## src/rtl/instruction_fetch_queue_if.sv

```systemverilog
// Fetch-queue bus: program-memory address/data, redirect request and the
// decode-side head-of-queue view.
interface instruction_fetch_queue_if #(
  parameter int unsigned DATA_WIDTH = 32,
  parameter int unsigned DEPTH      = 4
);
  localparam int unsigned CW = $clog2(DEPTH) + 1;

  logic [DATA_WIDTH-1:0] Mem_Address_o;
  logic [DATA_WIDTH-1:0] Mem_Instruction_i;
  logic                  Redirect_i;
  logic [DATA_WIDTH-1:0] Redirect_PC_i;
  logic                  Pop_i;
  logic                  Valid_o;
  logic [DATA_WIDTH-1:0] Instruction_o;
  logic [DATA_WIDTH-1:0] PC_o;
  logic [CW-1:0]         Count_o;

  // Driven by the core / program memory side.
  modport master (
    input  Mem_Address_o, Valid_o, Instruction_o, PC_o, Count_o,
    output Mem_Instruction_i, Redirect_i, Redirect_PC_i, Pop_i
  );

  // Implemented by the fetch queue.
  modport slave (
    output Mem_Address_o, Valid_o, Instruction_o, PC_o, Count_o,
    input  Mem_Instruction_i, Redirect_i, Redirect_PC_i, Pop_i
  );
endinterface

```

## src/rtl/instruction_fetch_queue.sv

```systemverilog
// Fetch PC sequencer plus a DEPTH-entry prefetch FIFO of {pc, instr} between
// a combinational-read program memory and decode; redirects flush and re-target.
module instruction_fetch_queue #(
  parameter int unsigned     DATA_WIDTH = 32,
  parameter int unsigned     DEPTH      = 4,
  parameter logic [DATA_WIDTH-1:0] RESET_PC = 32'h0040_0000
) (
  input logic                     clk,
  input logic                     reset,
  instruction_fetch_queue_if.slave bus
);
  localparam int unsigned AW = $clog2(DEPTH);
  localparam int unsigned CW = AW + 1;

  logic [DATA_WIDTH-1:0] fetch_pc_q, fetch_pc_d;
  logic [DATA_WIDTH-1:0] pc_mem_q    [DEPTH];
  logic [DATA_WIDTH-1:0] pc_mem_d    [DEPTH];
  logic [DATA_WIDTH-1:0] instr_mem_q [DEPTH];
  logic [DATA_WIDTH-1:0] instr_mem_d [DEPTH];
  logic [AW-1:0]         rd_ptr_q, rd_ptr_d;
  logic [AW-1:0]         wr_ptr_q, wr_ptr_d;
  logic [CW-1:0]         count_q, count_d;

  logic                  valid;
  logic                  full;
  logic                  pop;
  logic                  push;
  logic [DATA_WIDTH-1:0] redirect_target;
  logic                  unused_redirect_lsbs;

  assign valid                = (count_q != '0);
  assign full                 = (count_q == CW'(DEPTH));
  assign pop                  = bus.Pop_i & valid;
  // A pop in the same cycle frees the slot, so a full queue still fetches.
  assign push                 = ~bus.Redirect_i & (~full | pop);
  assign redirect_target      = {bus.Redirect_PC_i[DATA_WIDTH-1:2], 2'b00};
  assign unused_redirect_lsbs = ^bus.Redirect_PC_i[1:0];

  always_comb begin
    fetch_pc_d  = fetch_pc_q;
    pc_mem_d    = pc_mem_q;
    instr_mem_d = instr_mem_q;
    rd_ptr_d    = rd_ptr_q;
    wr_ptr_d    = wr_ptr_q;
    count_d     = count_q;

    if (bus.Redirect_i) begin
      fetch_pc_d = redirect_target;
      rd_ptr_d   = '0;
      wr_ptr_d   = '0;
      count_d    = '0;
    end else begin
      if (push) begin
        pc_mem_d[wr_ptr_q]    = fetch_pc_q;
        instr_mem_d[wr_ptr_q] = bus.Mem_Instruction_i;
        wr_ptr_d              = wr_ptr_q + AW'(1);
        fetch_pc_d            = fetch_pc_q + DATA_WIDTH'(4);
      end
      if (pop) begin
        rd_ptr_d = rd_ptr_q + AW'(1);
      end
      count_d = count_q + CW'(push) - CW'(pop);
    end
  end

  always_ff @(posedge clk) begin
    if (!reset) begin
      fetch_pc_q <= RESET_PC;
      rd_ptr_q   <= '0;
      wr_ptr_q   <= '0;
      count_q    <= '0;
      for (int unsigned i = 0; i < DEPTH; i++) begin
        pc_mem_q[i]    <= '0;
        instr_mem_q[i] <= '0;
      end
    end else begin
      fetch_pc_q  <= fetch_pc_d;
      rd_ptr_q    <= rd_ptr_d;
      wr_ptr_q    <= wr_ptr_d;
      count_q     <= count_d;
      pc_mem_q    <= pc_mem_d;
      instr_mem_q <= instr_mem_d;
    end
  end

  assign bus.Mem_Address_o = fetch_pc_q;
  assign bus.Valid_o       = valid;
  assign bus.Instruction_o = instr_mem_q[rd_ptr_q];
  assign bus.PC_o          = pc_mem_q[rd_ptr_q];
  assign bus.Count_o       = count_q;

endmodule

```

## src/flat_wrapper.sv

```systemverilog
// flat-port wrapper written by rule: the top's interface ports become plain ports
module instruction_fetch_queue_flat 
#(
  parameter int unsigned     DATA_WIDTH = 32,
  parameter int unsigned     DEPTH      = 4,
  parameter logic [DATA_WIDTH-1:0] RESET_PC = 32'h0040_0000
)
  (clk, reset, bus_Mem_Address_o, bus_Valid_o, bus_Instruction_o, bus_PC_o, bus_Count_o, bus_Mem_Instruction_i, bus_Redirect_i, bus_Redirect_PC_i, bus_Pop_i);
  instruction_fetch_queue_if #(.DATA_WIDTH(DATA_WIDTH), .DEPTH(DEPTH)) bus_i ();
  input logic clk;
  input logic reset;
  output wire logic [$bits(bus_i.Mem_Address_o)-1:0] bus_Mem_Address_o;
  output wire logic [$bits(bus_i.Valid_o)-1:0] bus_Valid_o;
  output wire logic [$bits(bus_i.Instruction_o)-1:0] bus_Instruction_o;
  output wire logic [$bits(bus_i.PC_o)-1:0] bus_PC_o;
  output wire logic [$bits(bus_i.Count_o)-1:0] bus_Count_o;
  input wire logic [$bits(bus_i.Mem_Instruction_i)-1:0] bus_Mem_Instruction_i;
  input wire logic [$bits(bus_i.Redirect_i)-1:0] bus_Redirect_i;
  input wire logic [$bits(bus_i.Redirect_PC_i)-1:0] bus_Redirect_PC_i;
  input wire logic [$bits(bus_i.Pop_i)-1:0] bus_Pop_i;
  assign bus_Mem_Address_o = bus_i.Mem_Address_o;
  assign bus_Valid_o = bus_i.Valid_o;
  assign bus_Instruction_o = bus_i.Instruction_o;
  assign bus_PC_o = bus_i.PC_o;
  assign bus_Count_o = bus_i.Count_o;
  assign bus_i.Mem_Instruction_i = bus_Mem_Instruction_i;
  assign bus_i.Redirect_i = bus_Redirect_i;
  assign bus_i.Redirect_PC_i = bus_Redirect_PC_i;
  assign bus_i.Pop_i = bus_Pop_i;
  instruction_fetch_queue #(.DATA_WIDTH(DATA_WIDTH), .DEPTH(DEPTH), .RESET_PC(RESET_PC)) u_core (.clk(clk), .reset(reset), .bus(bus_i));
endmodule
```

## config.mk

```make
export PLATFORM = sky130hd
export DESIGN_NAME = instruction_fetch_queue_flat
export DESIGN_NICKNAME = d
export VERILOG_FILES = /design/src/rtl/instruction_fetch_queue_if.sv /design/src/rtl/instruction_fetch_queue.sv /design/src/flat_wrapper.sv
export SDC_FILE = /design/constraint.sdc
export NUM_CORES = 1
export LEC_CHECK = 0
export CORE_ASPECT_RATIO = 0.8
export CORE_UTILIZATION = 56
export DETAILED_ROUTE_END_ITERATION = 6
export PLACE_DENSITY_LB_ADDON = 0.08
export RECOVER_POWER = 25
export SETUP_SLACK_MARGIN = 0.5
export SYNTH_ARGS = -nofsm -noshare
export SYNTH_HDL_FRONTEND = slang
export SYNTH_SLANG_ARGS = --single-unit
```

## constraint.sdc

```tcl
create_clock -name clk -period 3 [get_ports clk]
set_input_delay 0.75 -clock clk [delete_from_list [all_inputs] [get_ports clk]]
set_output_delay 0.75 -clock clk [all_outputs]
set_load 0.01 [all_outputs]
```

==> results.md <==
* Initial core utilization at a little under three fifths
* Clk_skew at 0.00914 ns
* DRT Wirelength at approximately 36 mm
* Ys async rst share at 0%
* Max-slew headroom at 24.5%
* Area of the core at about 23000 sq um
* Nets@finish at 1655
* Die Y-Extent at between 100 and 150 um
* Pleak at 5.61 nW
* Total Routing Usage GR at between 30% and 40%
* DRT Pass-1 Iters at 5
* Clock Tree Buf Depth at 3
* CTS root buf: clkbuf_16
* Finished Layout Cells at about 1900
* Worst hold start: u_core.pc_mem_q[83]
* Clk_lat worst skew at ~0.54 ns
* Total grt overflow at 0
* # setup viols final at 0
* Pwr dens at roughly 540 nW/um^2
* Sequential area share after synthesis at 44.2%
* Min-delay worst type: flip-flop to flip-flop
* Die area at 23700 sq um
* Crit-path max FO at 25
* Setup tns final at 0 ns
* Hpwl dp at about 21 mm
* FP Rows at between 40 and 50
* Worst-margin pin slew at 1.13 ns
* Maximum clock rate at about 0.35 GHz
* Clock-pin slew on the worst setup and hold paths at about 0.060 ns
* Yosys warnings at 0
* First-pass GRT wire length at 56.1 mm
* Layout filler cell count at around 1800
* Die W at 172 um
* Mean Syn Cell Area at around 9 sq um
* Max Cap Violations at 0
* CP cell instances: dlygate4sd3_1 > clkbuf_1 > nand2b_1 > nor2_1 > o311ai_0 > nand3_1
* Slowest-stage cell, CP: clkbuf_1
* RSZ-0062 raised after global routing: true
* Number of port buffers at around 160
* Reg-to-Reg Start: u_core.bus.Count_o[2]
* Post-Place Cells at roughly 1800
* Routed Antenna Nets at 0
* Core Util, Final at between 70% and 80%
* Yosys top cell area share at 44.2%
* Top FF cell, synth: dfxtp_1
* Reg2reg end: u_core.pc_mem_q[44]
* Mapped cell area at 12900 sq um
* Layout cells sized above 1 at 15.4%
* Post-synth EDFFs at 0
* DRC Markers at 0
* Num CTS Buffers at 28
* Top cells by area, synth: dfxtp_1, nand2_1, a21boi_0
* Cell depth of the worst min-delay path at 2
* Setup crit start kind: input port
* H-Tree Depth at 1
* CP endpoint kind: flip-flop
* Final RePlAce weighted congestion at just under 0.8
* Yosys reg bits at about 290
* Fin crit share at about 94%
* Layout area overhead at 25.1%
* Flop-to-flop setup slack at 0.43 ns
* Slowest stage delay, CP at approximately 0.86 ns
* Run status: finished, final reports clean
* Routed WL per cell at between 15 and 20 um
* Synth cell types at 53
* Final Max Slew Viols at 0
* Clk sinks at roughly 290
* # hold bufs at CTS at 0
* Routed vias/inst at between 5 and 6
* Minimum clock period at ~2.8 ns
* 1st-iter DRT viols at roughly 950
* CP Class: input port to flip-flop
* Hold endpoint: u_core.pc_mem_q[83]
* Critical Path RT at approximately 3.4 ns
* Crit path DAT at approximately 3.2 ns
* Io pins at 168
* Worst reg2reg path depth at 6
* Vias in the first global route at 10502
* CTS tree: yes
* Initial antenna violation count at 2
* Max IR drop VDD at 0.000427 V
* Via count at ~11000
* Largest net degree at the start of global routing at about 120
* Cell taking the most area after synthesis: dfxtp_1
* Final Hold Fails at 0
* Syn Inst Count at approximately 1500
[critical path: cells and delay by family]
kind,cells,cell delay [ns]
AO/OA/AOI/OAI,1,0.17
AND/OR/NAND/NOR,3,0.82
buffers and inverters,2,1.47
[sequential cells by signal, indices dropped and copies added (netlist names)]
name / cells
u_core.instr_mem_q: 128
u_core.rd_ptr_q: 2
u_core.wr_ptr_q: 2
u_core.bus.Mem_Address_o: 30
u_core.bus.Count_o: 3
u_core.pc_mem_q: 120
[cell usage after synthesis, drive strengths merged (6+ instances only)]
cell	number
nand2	522
dfxtp	285
a21boi	248
clkbuf	79
mux4	62
buf	57
o21ai	24
nand3	20
nand4	14
nor2	12
inv	9
or4	9
a21oi	8
and3	8
nor3	8
xnor2	8
a31oi	7
ha	7
nand2b	7
nor4	7
and4	6
o31ai	6
[area by class of cell]
| class | instances | area (sq um) | share of cell area, % |
|---|---|---|---|
| diodes | 1 | 2.50 | 0.0155 |
| clock buffers | 42 | 875 | 5.42 |
| clock inverters | 9 | 95.1 | 0.589 |
| inverters | 10 | 37.5 | 0.232 |
| multi-input cells | 1029 | 6600 | 40.8 |
| flip-flops and latches | 285 | 5730 | 35.5 |
| well taps | 306 | 383 | 2.37 |
| repair buffers | 225 | 2430 | 15.0 |
[routing by layer]
metal | GRT usage (%) | vias to the layer above | share of wire, %
li1 | - | 5211 | -
met1 | 41.7 | 5320 | 44
met2 | 49.2 | 410 | 46
met3 | 5.57 | 64 | 7.3
met4 | 8.31 | 2 | 2.2
met5 | 0 | - | 0.031
[logic make-up after synthesis]
kind of cell	synth area share [%]
buffers and inverters	4.78
other	0.0291
muxes	10.8
adders and majority gates	0.834
xor gates and xnor gates	0.882
and+or+nand+nor	20.6
AOI/OAI and AO/OA	17.8
DFF	44.2
[stage by stage]
| stage | setup WS, ns | instance area (sq um) | power (mW) | hold slack, ns |
|---|---|---|---|---|
| 2_1_floorplan | 0.562 | 12900 | 4.65 | 0.440 |
| 3_3_place_gp | 0.114 | 15000 | 5.15 | 0.446 |
| 3_5_place_dp | 0.0621 | 15000 | 5.17 | 0.455 |
| 4_1_cts | 0.200 | 16100 | 8.82 | 0.464 |
| 5_1_grt | 0.0597 | 16100 | 9.10 | 0.477 |
| 6_report | 0.180 | 16100 | 8.80 | 0.461 |
[how the worst max path moves through the flow]
stage	cells after the start	from	slack, ns	to
CTS	4	u_core.rd_ptr_q[0]	0.20	bus_PC_o[29]
global placement	7	bus_Pop_i	0.11	u_core.pc_mem_q[81]
finish	6	bus_Redirect_i	0.18	u_core.bus.Mem_Address_o[30]
detailed placement	7	bus_Pop_i	0.06	u_core.pc_mem_q[74]
floorplan	9	bus_Pop_i	0.56	u_core.bus.Count_o[2]
global route	8	bus_Pop_i	0.06	u_core.bus.Mem_Address_o[14]
[power breakdown]
group / switching (mW) / internal [mW]
sequential: 0.122 / 3.91
combinational: 0.560 / 0.552
clock: 1.48 / 2.17
total: 2.16 / 6.64
[cells in the final DEF, fill, tap and decap left out, types with 9 or more instances in the layout]
| cell | instances |
|---|---|
| nand2_1 | 522 |
| dfxtp_1 | 268 |
| a21boi_0 | 248 |
| clkdlybuf4s50_1 | 93 |
| mux4_2 | 62 |
| clkbuf_16 | 29 |
| buf_6 | 29 |
| buf_4 | 25 |
| o21ai_0 | 24 |
| dlygate4sd2_1 | 18 |
| nand3_1 | 17 |
| buf_12 | 17 |
| dfxtp_2 | 15 |
| buf_2 | 13 |
| nor2_1 | 12 |
| nand4_1 | 12 |
| clkbuf_8 | 10 |
| inv_1 | 9 |
[what timing repair did]
action,CTS,global route
gates resized for setup,223,24
gates cloned,6,0
buffers inserted,10,2
endpoints found under the setup margin,66,73
No activity file was read; power rests on OpenSTA's default activity.
